### src/rtl/mcash_xbar_pkg.sv
// Shared crossbar/bank constants, opcodes and return-beat payload types.
package mcash_xbar_pkg;

  localparam int unsigned CH_NUM      = 3;
  localparam int unsigned CH_ID_W     = 2;
  localparam int unsigned ROB_NUM_W   = 3;
  localparam int unsigned DATA_W      = 128;
  localparam int unsigned ADDR_HI     = 31;
  localparam int unsigned ADDR_LO     = 4;
  localparam int unsigned ADDR_W      = ADDR_HI - ADDR_LO + 1;
  localparam int unsigned BANK_SEL_HI = 9;
  localparam int unsigned BANK_SEL_LO = 8;
  localparam int unsigned BANK_SEL_W  = BANK_SEL_HI - BANK_SEL_LO + 1;

  typedef enum logic [1:0] {
    REQ_READ   = 2'b00,
    REQ_WRITE  = 2'b01,
    REQ_ATOMIC = 2'b10,
    REQ_FLUSH  = 2'b11
  } req_op_e;

  // Per-channel stored entry; the channel id is implied by the buffer it lives in.
  typedef struct packed {
    logic [ROB_NUM_W-1:0] rob_num;
    logic [DATA_W-1:0]    data;
  } rtn_entry_t;

  typedef struct packed {
    logic [CH_ID_W-1:0] ch_id;
    rtn_entry_t         entry;
  } rtn_beat_t;

  // Bank select from a line address that starts at byte-address bit ADDR_LO.
  function automatic logic [BANK_SEL_W-1:0] bank_sel(input logic [ADDR_W-1:0] addr);
    return addr[BANK_SEL_HI-ADDR_LO -: BANK_SEL_W];
  endfunction

  // Channel id + 1, wrapping at n.
  function automatic logic [CH_ID_W-1:0] rr_inc(input logic [CH_ID_W-1:0] c,
                                                input int unsigned      n);
    if (32'(c) + 32'd1 >= n) return '0;
    return c + CH_ID_W'(1);
  endfunction

endpackage

### src/rtl/sc_rtn_ch_fifo.sv
// One channel's circular return buffer: write, send and free pointers with wrap bit.
module sc_rtn_ch_fifo
  import mcash_xbar_pkg::*;
#(
  parameter int unsigned DEPTH = 4
) (
  input  logic       clk_i,
  input  logic       rst_i,
  input  logic       wr_en_i,
  input  rtn_entry_t wr_entry_i,
  input  logic       snd_en_i,
  input  logic       pop_i,
  output logic       full_c_o,
  output logic       unsent_nz_c_o,
  output logic       sent_nz_c_o,
  output rtn_entry_t head_c_o
);

  localparam int unsigned AW = $clog2(DEPTH);
  localparam int unsigned PW = AW + 1;

  logic [PW-1:0] wr_q, wr_d;
  logic [PW-1:0] snd_q, snd_d;
  logic [PW-1:0] fr_q, fr_d;
  logic [PW-1:0] occ;
  logic          do_wr;
  logic          do_snd;
  logic          do_pop;
  rtn_entry_t    mem_q [DEPTH];

  assign occ           = wr_q - fr_q;
  assign full_c_o      = (occ == PW'(DEPTH));
  assign unsent_nz_c_o = (wr_q != snd_q);
  assign sent_nz_c_o   = (snd_q != fr_q);
  assign head_c_o      = mem_q[snd_q[AW-1:0]];

  assign do_wr  = wr_en_i && !full_c_o;
  assign do_snd = snd_en_i && unsent_nz_c_o;
  assign do_pop = pop_i && sent_nz_c_o;

  // Each pointer moves at most one slot per cycle, independently of the others.
  always_comb begin
    wr_d  = wr_q;
    snd_d = snd_q;
    fr_d  = fr_q;
    if (do_wr)  wr_d  = wr_q + PW'(1);
    if (do_snd) snd_d = snd_q + PW'(1);
    if (do_pop) fr_d  = fr_q + PW'(1);
  end

  always_ff @(posedge clk_i or posedge rst_i) begin
    if (rst_i) begin
      wr_q  <= '0;
      snd_q <= '0;
      fr_q  <= '0;
    end else begin
      wr_q  <= wr_d;
      snd_q <= snd_d;
      fr_q  <= fr_d;
    end
  end

  // Storage needs no reset: pointers alone define which slots are live.
  always_ff @(posedge clk_i) begin
    if (do_wr) mem_q[wr_q[AW-1:0]] <= wr_entry_i;
  end

endmodule

### src/rtl/bank_sc_rtn_buffer.sv
// Bank-side read-return staging: per-channel buffers, round-robin send, ROB-driven release.
module bank_sc_rtn_buffer
  import mcash_xbar_pkg::*;
#(
  parameter int unsigned DEPTH  = 4,
  parameter int unsigned CH_NUM = mcash_xbar_pkg::CH_NUM
) (
  input  logic                 clk_i,
  input  logic                 rst_i,
  input  logic                 pipe_rtn_valid_i,
  output logic                 pipe_rtn_allowIn_o,
  input  logic [CH_ID_W-1:0]   pipe_rtn_ch_id_i,
  input  logic [ROB_NUM_W-1:0] pipe_rtn_rob_num_i,
  input  logic [DATA_W-1:0]    pipe_rtn_data_i,
  output logic                 sc_xbar_valid_o,
  input  logic                 sc_xbar_allowIn_i,
  output logic [CH_ID_W-1:0]   sc_xbar_ch_id_o,
  output logic [ROB_NUM_W-1:0] sc_xbar_rob_num_o,
  output logic [DATA_W-1:0]    sc_xbar_data_o,
  input  logic [CH_NUM-1:0]    channel_spw_pop_i,
  output logic                 spw_err_o
);

  logic [CH_NUM-1:0]  full;
  logic [CH_NUM-1:0]  unsent_nz;
  logic [CH_NUM-1:0]  sent_nz;
  logic [CH_NUM-1:0]  wr_en;
  logic [CH_NUM-1:0]  snd_en;
  rtn_entry_t         head [CH_NUM];
  rtn_entry_t         in_entry;

  logic               ch_legal;
  logic               sel_full;
  logic               accept;
  logic               load;
  logic               gnt_vld;
  logic [CH_ID_W-1:0] gnt_ch;
  logic [CH_ID_W-1:0] cand;
  logic               pop_err;
  logic               ch_err;

  rtn_beat_t          out_q, out_d;
  logic               out_vld_q, out_vld_d;
  logic [CH_ID_W-1:0] rr_ptr_q, rr_ptr_d;
  logic               err_q, err_d;

  assign in_entry.rob_num = pipe_rtn_rob_num_i;
  assign in_entry.data    = pipe_rtn_data_i;

  // Input acceptance uses registered occupancy only; a same-cycle pop does not help.
  always_comb begin
    ch_legal = (32'(pipe_rtn_ch_id_i) < CH_NUM);
    sel_full = 1'b0;
    wr_en    = '0;
    for (int unsigned c = 0; c < CH_NUM; c++) begin
      if (pipe_rtn_ch_id_i == CH_ID_W'(c)) sel_full = full[c];
    end
    accept = pipe_rtn_valid_i && ch_legal && !sel_full;
    for (int unsigned c = 0; c < CH_NUM; c++) begin
      wr_en[c] = accept && (pipe_rtn_ch_id_i == CH_ID_W'(c));
    end
  end

  assign pipe_rtn_allowIn_o = ch_legal && !sel_full;

  for (genvar g = 0; g < CH_NUM; g++) begin : g_ch
    sc_rtn_ch_fifo #(
      .DEPTH(DEPTH)
    ) u_fifo (
      .clk_i        (clk_i),
      .rst_i        (rst_i),
      .wr_en_i      (wr_en[g]),
      .wr_entry_i   (in_entry),
      .snd_en_i     (snd_en[g]),
      .pop_i        (channel_spw_pop_i[g]),
      .full_c_o     (full[g]),
      .unsent_nz_c_o(unsent_nz[g]),
      .sent_nz_c_o  (sent_nz[g]),
      .head_c_o     (head[g])
    );
  end

  // Round-robin search over channels with unsent entries, starting at rr_ptr.
  always_comb begin
    gnt_vld = 1'b0;
    gnt_ch  = '0;
    cand    = '0;
    for (int unsigned i = 0; i < CH_NUM; i++) begin
      cand = CH_ID_W'((32'(rr_ptr_q) + i) % CH_NUM);
      if (!gnt_vld && unsent_nz[cand]) begin
        gnt_vld = 1'b1;
        gnt_ch  = cand;
      end
    end
  end

  assign load = !out_vld_q || sc_xbar_allowIn_i;

  always_comb begin
    snd_en = '0;
    for (int unsigned c = 0; c < CH_NUM; c++) begin
      snd_en[c] = load && gnt_vld && (gnt_ch == CH_ID_W'(c));
    end
  end

  // Output register holds steady under backpressure and refills on accept or when empty.
  always_comb begin
    out_d     = out_q;
    out_vld_d = out_vld_q;
    rr_ptr_d  = rr_ptr_q;
    if (load) begin
      out_vld_d = gnt_vld;
      if (gnt_vld) begin
        out_d.ch_id = gnt_ch;
        out_d.entry = head[gnt_ch];
        rr_ptr_d    = rr_inc(gnt_ch, CH_NUM);
      end
    end
  end

  assign pop_err = |(channel_spw_pop_i & ~sent_nz);
  assign ch_err  = pipe_rtn_valid_i && !ch_legal;
  assign err_d   = err_q || pop_err || ch_err;

  always_ff @(posedge clk_i or posedge rst_i) begin
    if (rst_i) begin
      out_q     <= '0;
      out_vld_q <= 1'b0;
      rr_ptr_q  <= '0;
      err_q     <= 1'b0;
    end else begin
      out_q     <= out_d;
      out_vld_q <= out_vld_d;
      rr_ptr_q  <= rr_ptr_d;
      err_q     <= err_d;
    end
  end

  assign sc_xbar_valid_o   = out_vld_q;
  assign sc_xbar_ch_id_o   = out_q.ch_id;
  assign sc_xbar_rob_num_o = out_q.entry.rob_num;
  assign sc_xbar_data_o    = out_q.entry.data;
  assign spw_err_o         = err_q;

endmodule

### config.mk
export PLATFORM = sky130hd
export DESIGN_NAME = bank_sc_rtn_buffer
export DESIGN_NICKNAME = d
export VERILOG_FILES = /design/src/rtl/mcash_xbar_pkg.sv /design/src/rtl/sc_rtn_ch_fifo.sv /design/src/rtl/bank_sc_rtn_buffer.sv
export SDC_FILE = /design/constraint.sdc
export NUM_CORES = 2
export LEC_CHECK = 0
export ABC_AREA = 1
export BUFFER_PORTS_ARGS = -buffer_cell sky130_fd_sc_hd__buf_4
export CAP_MARGIN = 25
export CORE_MARGIN = 5
export CORE_UTILIZATION = 25
export CTS_CLUSTER_DIAMETER = 60
export CTS_CLUSTER_SIZE = 10
export DETAILED_ROUTE_END_ITERATION = 8
export PLACE_DENSITY = 0.43
export SLEW_MARGIN = 10
export SYNTH_ARGS = -nofsm -noshare
export SYNTH_HDL_FRONTEND = slang
export SYNTH_SLANG_ARGS = --single-unit
### constraint.sdc
create_clock -name clk_i -period 10.79 [get_ports clk_i]
set_input_delay 2.6975 -clock clk_i [delete_from_list [all_inputs] [get_ports clk_i]]
set_output_delay 2.6975 -clock clk_i [all_outputs]
set_load 0.01 [all_outputs]
---- Yosys cells after proc, flatten, opt, wreduce, memory -nomap -nowiden ----
Memories as Yosys holds them, arrays and structs flattened.
Cells that the tools add are included.
cells by class
  add/subtract/negate cells ............... 16
  multipliers ............................. 0
  divide/modulo/power cells ............... 3
  $lt $le $gt $ge ......................... 6
  eq/ne operators ......................... 13
  shift-type cells ........................ 0
  multiplexer cells ....................... 29
  bitwise logic cells ..................... 3
  reduce and logical (&&, ||, !) cells .... 37
operators with widths
  kind                   count
  $bmux 131 s2           1
  $mux 131               2
  $mod 32x2->32 const B  2
  $mod 2x2->32 const B   1
  $add 3x1->3 const B    9
  $logic_and 1x1->1      22
  $mux 1                 18
  $ne 3x3->1             6
  $mux 2                 5
  $eq 3x3->1 const B     3
  $lt 2x3->1 const B     3
  $sub 3x3->3            3
  $logic_not 1->1        8
  $add 2x1->3 const B    2
  $bmux 1 s2             3
  $eq 2x1->1 const B     2
  $eq 2x2->1 const B     2
  $logic_not 2->1        2
  $add 2x2->3 const B    1
  $and 3x3->3            1
  $ge 3x2->1 const B     1
  $ge 3x3->1 const B     1
  $logic_or 1x1->1       3
  $not 2->3              1
  other kinds (5)        5
word-level totals
  bits in registers ....................... 164
  latch bits .............................. 0
  RAM bits ................................ 1572
  ROM bits ................................ 0
  output and inout bits ................... 136
  word-level logic and storage cells ...... 125
  memories ................................ 3
memories
  memory                words  bits a word  read ports  clocked after memory_dff  wr ports  line                  RTL
  g_ch[0].u_fifo.mem_q  4      131          1           0                         1         sc_rtn_ch_fifo.sv:29  rtn_entry_t mem_q [DEPTH];
  g_ch[1].u_fifo.mem_q  4      131          1           0                         1         sc_rtn_ch_fifo.sv:29
  g_ch[2].u_fifo.mem_q  4      131          1           0                         1         sc_rtn_ch_fifo.sv:29

---- Depth between registers and ports, before layout ----
  depth after elaboration ................. 16
  gate-level depth with buffers ........... 19
  gate-level depth less buffers ........... 16

---- By module ----
Synthesis repeated with hierarchy kept, for this count alone.
unflattened totals
  cells, all modules ...................... 5442
  area total of the unflattened synthesis .. 69001.2 um^2
by module, submodules not included
  module              instances  cells each  area each (um^2)  sequential area each (um^2)
  sc_rtn_ch_fifo      3          1359        20035.5           15960.3
  bank_sc_rtn_buffer  1          1365        8894.8            3428.3

---- Worst setup path before layout ----
Ideal clock, no wire load.
  path type ............................... input port to flip-flop
  start ................................... input pipe_rtn_ch_id_i[0]
  end ..................................... memory g_ch[0].u_fifo.mem_q[0][0] (netlist bit) (enable)
  setup time .............................. 0.623 ns
  data arrival time ....................... 8.837 ns
  data required time ...................... 10.167 ns
  setup slack ............................. 1.330 ns
  stages .................................. 9
  cell sequence ........................... inv_1 nor2_1 inv_1 o22ai_1 nor2_1 nand2_1 nor2_1 inv_1 nor2_1
on the way
  word-level cells in the longest chain between the ends .. 10
ends and longest elaborated chain
  item                            line                                                RTL
  from (decl)                     bank_sc_rtn_buffer.sv:12                            input logic [CH_ID_W-1:0] pipe_rtn_ch_id_i,
  $logic_not 2->1                 bank_sc_rtn_buffer.sv:56, bank_sc_rtn_buffer.sv:60
  $mux 1 (3 in series)            bank_sc_rtn_buffer.sv:56                            if (pipe_rtn_ch_id_i == CH_ID_W'(c)) sel_full = full[c];
  $logic_not 1->1                 bank_sc_rtn_buffer.sv:58                            accept = pipe_rtn_valid_i && ch_legal && !sel_full;
  $logic_and 1x1->1               bank_sc_rtn_buffer.sv:58
  $logic_and 1x1->1 *             bank_sc_rtn_buffer.sv:60                            wr_en[c] = accept && (pipe_rtn_ch_id_i == CH_ID_W'(c));
  $logic_and 1x1->1 *             sc_rtn_ch_fifo.sv:37                                assign do_wr = wr_en_i && !full_c_o;
  $mux 1 *                        sc_rtn_ch_fifo.sv:65                                if (do_wr) mem_q[wr_q[AW-1:0]] <= wr_entry_i;
  $mux 1 (not written as such) *  sc_rtn_ch_fifo.sv:65
  to (decl)                       sc_rtn_ch_fifo.sv:29
Mark *: on every way between the ends. The rest lies on a longest branch, timed or not.

---- Worst setup path in the final report ----
  start ................................... input pipe_rtn_ch_id_i[1]
  end ..................................... output pipe_rtn_allowIn_o
on the way
  word-level cells in the longest chain between the ends .. 6
ends and longest elaborated chain
  item                  line                      RTL
  $logic_not 2->1       bank_sc_rtn_buffer.sv:56
  $mux 1 (3 in series)  bank_sc_rtn_buffer.sv:56
  $logic_not 1->1       bank_sc_rtn_buffer.sv:64  assign pipe_rtn_allowIn_o = ch_legal && !sel_full;
  $logic_and 1x1->1 *   bank_sc_rtn_buffer.sv:64
  to (decl)             bank_sc_rtn_buffer.sv:11  output logic pipe_rtn_allowIn_o,
Marks and branches as above.

==> results.md <==
| Step | Quantity | Value |
|:---|:---|:---|
| logic synthesis | Top flip-flop cell by instance count after synthesis | edfxtp_1 |
| clock network | CTS root buffer | clkbuf_16 |
| floorplanning | Height of the die | 531.3 um |
| clock network | CTS H-Tree Depth | 4 |
| setup path | Worst setup path class | primary input to output pin |
| floorplanning | Cell Rows | 191 |
| clock network | Inserted Clock Buffers | 195 |
| logic synthesis | Sequential area share after synthesis | 75.51% |
| timing | Fmax achieved | 158.9 MHz |
| timing | Final hold viol count | 0 |
| floorplanning | Die Footprint | 282300 sq um |
| timing | Hold Worst Slack | 0.4855 ns |
| grt | Total overflow reported by the global router | 0 |
| logic synthesis | EDFF count, synth | 1572 |
| logic synthesis | Top post-synthesis cells by count | 1572 x edfxtp_1, 920 x nor2_1, 628 x o21ai_0 |
| final layout | Total number of nets in the final design | 5567 |
| route | Antenna-violating nets left | 0 |
| route | Violation count after the first detailed-route iteration | 3516 |
| floorplanning | Effective utilization at floorplan | 25.10% |
| timing | Worst slew margin | 23.90% |
| placed design | Global placement routability congestion | 0.7272 |
| final layout | Number of standard cells in the final layout excluding fillers | 9140 |
| route | First-pass detailed-route iteration total | 5 |
| floorplanning | Chip width | 531.3 um |
| clock network | Worst-Skew Late Latency | 0.82 ns |
| floorplanning | I/O pin count | 276 |
| clock network | Post-CTS setup repair buffer count | 0 |
| logic synthesis | Mapped Nets | 5393 |
| logic synthesis | Cells after Synth | 5227 |
| route | Post-detailed-routing wire length | 214100 um |
| grt | Number of global-route vias before repair | 42288 |
| timing | Maximum clock skew at final layout | 0.02699 ns |
| final layout | Layout cells sized above 1 | 10.84% |
| clock network | Clock sinks | 1736 |
| logic synthesis | Proportion of synthesized flip-flops having asynchronous set or reset | 9.447% |
| grt | Wire length of the first global-routing pass | 307400 um |
| setup path | Critical path endpoint category | output pin |
| logic synthesis | YS warnings | 0 |
| power and ir drop | Power density of the placed cells | 291.6 nW/um^2 |
| final layout | Fill cell instance count of the final layout | 27524 |
| route | Routed wire length per instance | 23.42 um |
| floorplanning | Core Area | 270800 sq um |
| logic synthesis | Number of distinct library cells after synthesis | 33 |
| timing | Max-slew violation count | 0 |
| clock network | TritonCTS clock tree | done |
| logic synthesis | Most instantiated library cell after synthesis | edfxtp_1 |
| clock network | Post-cts hold buffer count | 0 |
| logic synthesis | Synth top area share | 69.47% |
| min path | Path class of the lowest-slack min-delay path | flop to flop |
| logic synthesis | Synth area leader | edfxtp_1 |
| grt | Maximum number of pins on one net before global-route repair | 153 |
| logic synthesis | Post-Syn Area | 67950 sq um |
| route | Average via count per standard cell | 4.719 |
| setup path | CP startpoint kind | primary input |
| setup path | Worst EP arrival | 3.60 ns |
| timing | RSZ-0062 raised after global routing | false |
| power and ir drop | Max IR drop VDD | 0.0003125 V |
| logic synthesis | Synth area leaders | edfxtp_1 69%, dfrtp_1 6.0%, nor2_1 5.1% |
| clock network | Number of resized instances in the post-cts repair step | 0 |
| run status | Result of the run | complete, no violations |
| placed design | Count of input and output buffers | 275 |
| job | Max Cap Violations | 0 |
| power and ir drop | Leak Pwr | 0.02655 uW |
| final layout | Area growth from synthesis to layout | 17.00% |
| setup path | Data required time at the worst endpoint | 8.09 ns |
| timing | Minimum clock period after layout | 6.294 ns |
| logic synthesis | Mean instance size in the synthesized netlist | 13.00 sq um |
| grt | Antenna violations before repair | 32 |
| placed design | HPWL reported at the end of detailed placement | 115000 um |
| timing | Post-Route Setup TNS | 0 ns |
| placed design | Cell Count Post-Placement | 8774 |
| clock network | Worst-path clk slew | 0.06 ns |
| timing | Final period util | 58.33% |
| timing | Number of setup violations in the final report | 0 |
| clock network | Buffer depth of the longest clock path | 3 |
| route | Vias | 43128 |
| grt | Aggregate global-route resource usage | 14.61% |
| timing | Slew of the pin with the lowest slew margin | 1.141 ns |
| route | Count of unresolved DRC violations after routing | 0 |
| setup path | Maximum fanout along the worst path | 4 |
| logic synthesis | #FFs+latches synth | 1736 |
==> flip-flops by register name (all words and copies together) (netlist names) <==
| register | flops |
|---|---|
| g_ch.u_fifo.mem_q | 1572 |
| sc_xbar_data_o | 128 |
| g_ch.u_fifo.fr_q | 9 |
| g_ch.u_fifo.snd_q | 9 |
| g_ch.u_fifo.wr_q | 9 |
| sc_xbar_rob_num_o | 3 |
| rr_ptr_q | 2 |
| sc_xbar_ch_id_o | 2 |
| sc_xbar_valid_o | 1 |
| spw_err_o | 1 |
==> critical path, stage by stage <==
cell    delay, ns
buf_4        0.11
inv_1        0.05
nor2_1       0.09
inv_1        0.06
nor3_1       0.29
nor3_1       0.13
buf_4        0.16
==> logic make-up (layout without fill, tap and decap cells) <==
group	Yosys count	count (layout)	share of synthesized area (%)
simple gates	1809	1809	10.73
buf+inv	418	746	2.609
compound gates	1207	1207	10.26
other cells	0	15	0
flops	1736	1736	75.51
xor+xnor	31	31	0.4106
fa+ha+maj	26	26	0.4787
==> layer usage <==
| layer | GRT usage [%] | share of wire [%] |
|---|---|---|
| met5 | 0 | 0.016 |
| met4 | 3.362 | 2.1 |
| met3 | 3.010 | 5.9 |
| met2 | 23.31 | 46 |
| met1 | 20.42 | 46 |
==> worst paths after layout <==
kind / slack, ns / depth (start not counted) / start / endpoint
setup / recovery: 4.50 / 7 / pipe_rtn_ch_id_i[1] / pipe_rtn_allowIn_o
hold / removal: 0.49 / 2 / sc_xbar_ch_id_o[0]$_DFFE_PP0P_ / sc_xbar_ch_id_o[0]$_DFFE_PP0P_
setup reg to reg: 5.72 / 17 / g_ch[0].u_fifo.snd_q[0]$_DFFE_PP0P_ / sc_xbar_data_o[6]$_DFFE_PP0P_
hold reg to reg: 0.49 / 2 / sc_xbar_ch_id_o[0]$_DFFE_PP0P_ / sc_xbar_ch_id_o[0]$_DFFE_PP0P_
max in group asynchronous: 7.48 / 3 / rst_i / g_ch[0].u_fifo.snd_q[1]$_DFFE_PP0P_
min in group asynchronous: 2.03 / 2 / rst_i / sc_xbar_data_o[35]$_DFFE_PP0P_
==> final cells by class <==
cell class | instances | area [sq um] | share of cell area [%]
Antenna cell | 15 | 37.54 | 0.04721
Multi-Input combinational cell | 3073 | 14970 | 18.84
Clock buffer | 328 | 5410 | 6.805
Clock inverter | 23 | 346.6 | 0.4359
Sequential cell | 1736 | 51330 | 64.57
Tap cell | 3570 | 4467 | 5.619
Timing Repair Buffer | 334 | 2633 | 3.311
Inverter | 61 | 301.5 | 0.3793
==> stage by stage <==
step                      utilization (%)  setup WS (ns)  total power, uW  instance area, sq um
after global placement              27.22          4.356            17270                 73710
after floorplan                         -          1.330            13800                 67950
after global routing                29.35          4.397            24630                 79470
after CTS                           29.35          4.429            23510                 79460
final                               29.36          4.496            23180                 79500
after detailed placement            27.22          4.432            17300                 73710
==> cells in the final DEF, fill, tap and decap left out, types with 3 or more instances in the layout <==
master,synthesis,routed
edfxtp_1,1572,1572
nor2_1,920,911
o21ai_0,628,628
nand2_1,573,573
buf_4,22,324
nand3_1,288,288
o22ai_1,286,286
clkbuf_16,0,196
dfrtp_1,164,158
clkbuf_1,272,131
a21oi_1,112,112
a32o_1,109,109
o21ai_1,62,62
inv_1,52,46
ha_1,26,26
xnor2_1,21,21
diode_2,0,15
nor2_4,3,12
buf_12,0,10
inv_6,0,9
xor2_1,9,9
inv_8,0,8
nand4_1,7,7
dfrtp_4,0,6
a21boi_0,5,5
inv_2,9,4
nand3_2,5,4
clkinv_8,0,4
nand2_2,4,3
nand2_4,5,3
nand2_8,0,3
o21a_1,3,3
clkinv_16,0,3
==> report_power, final <==
group / switching, uW / internal, uW / leakage [uW]
logic: 6090 / 2420 / 0.00775
registers: 519 / 8000 / 0.0161
clock network: 2690 / 3460 / 0.00273
Note: power is estimated with default switching activity, not from simulation.
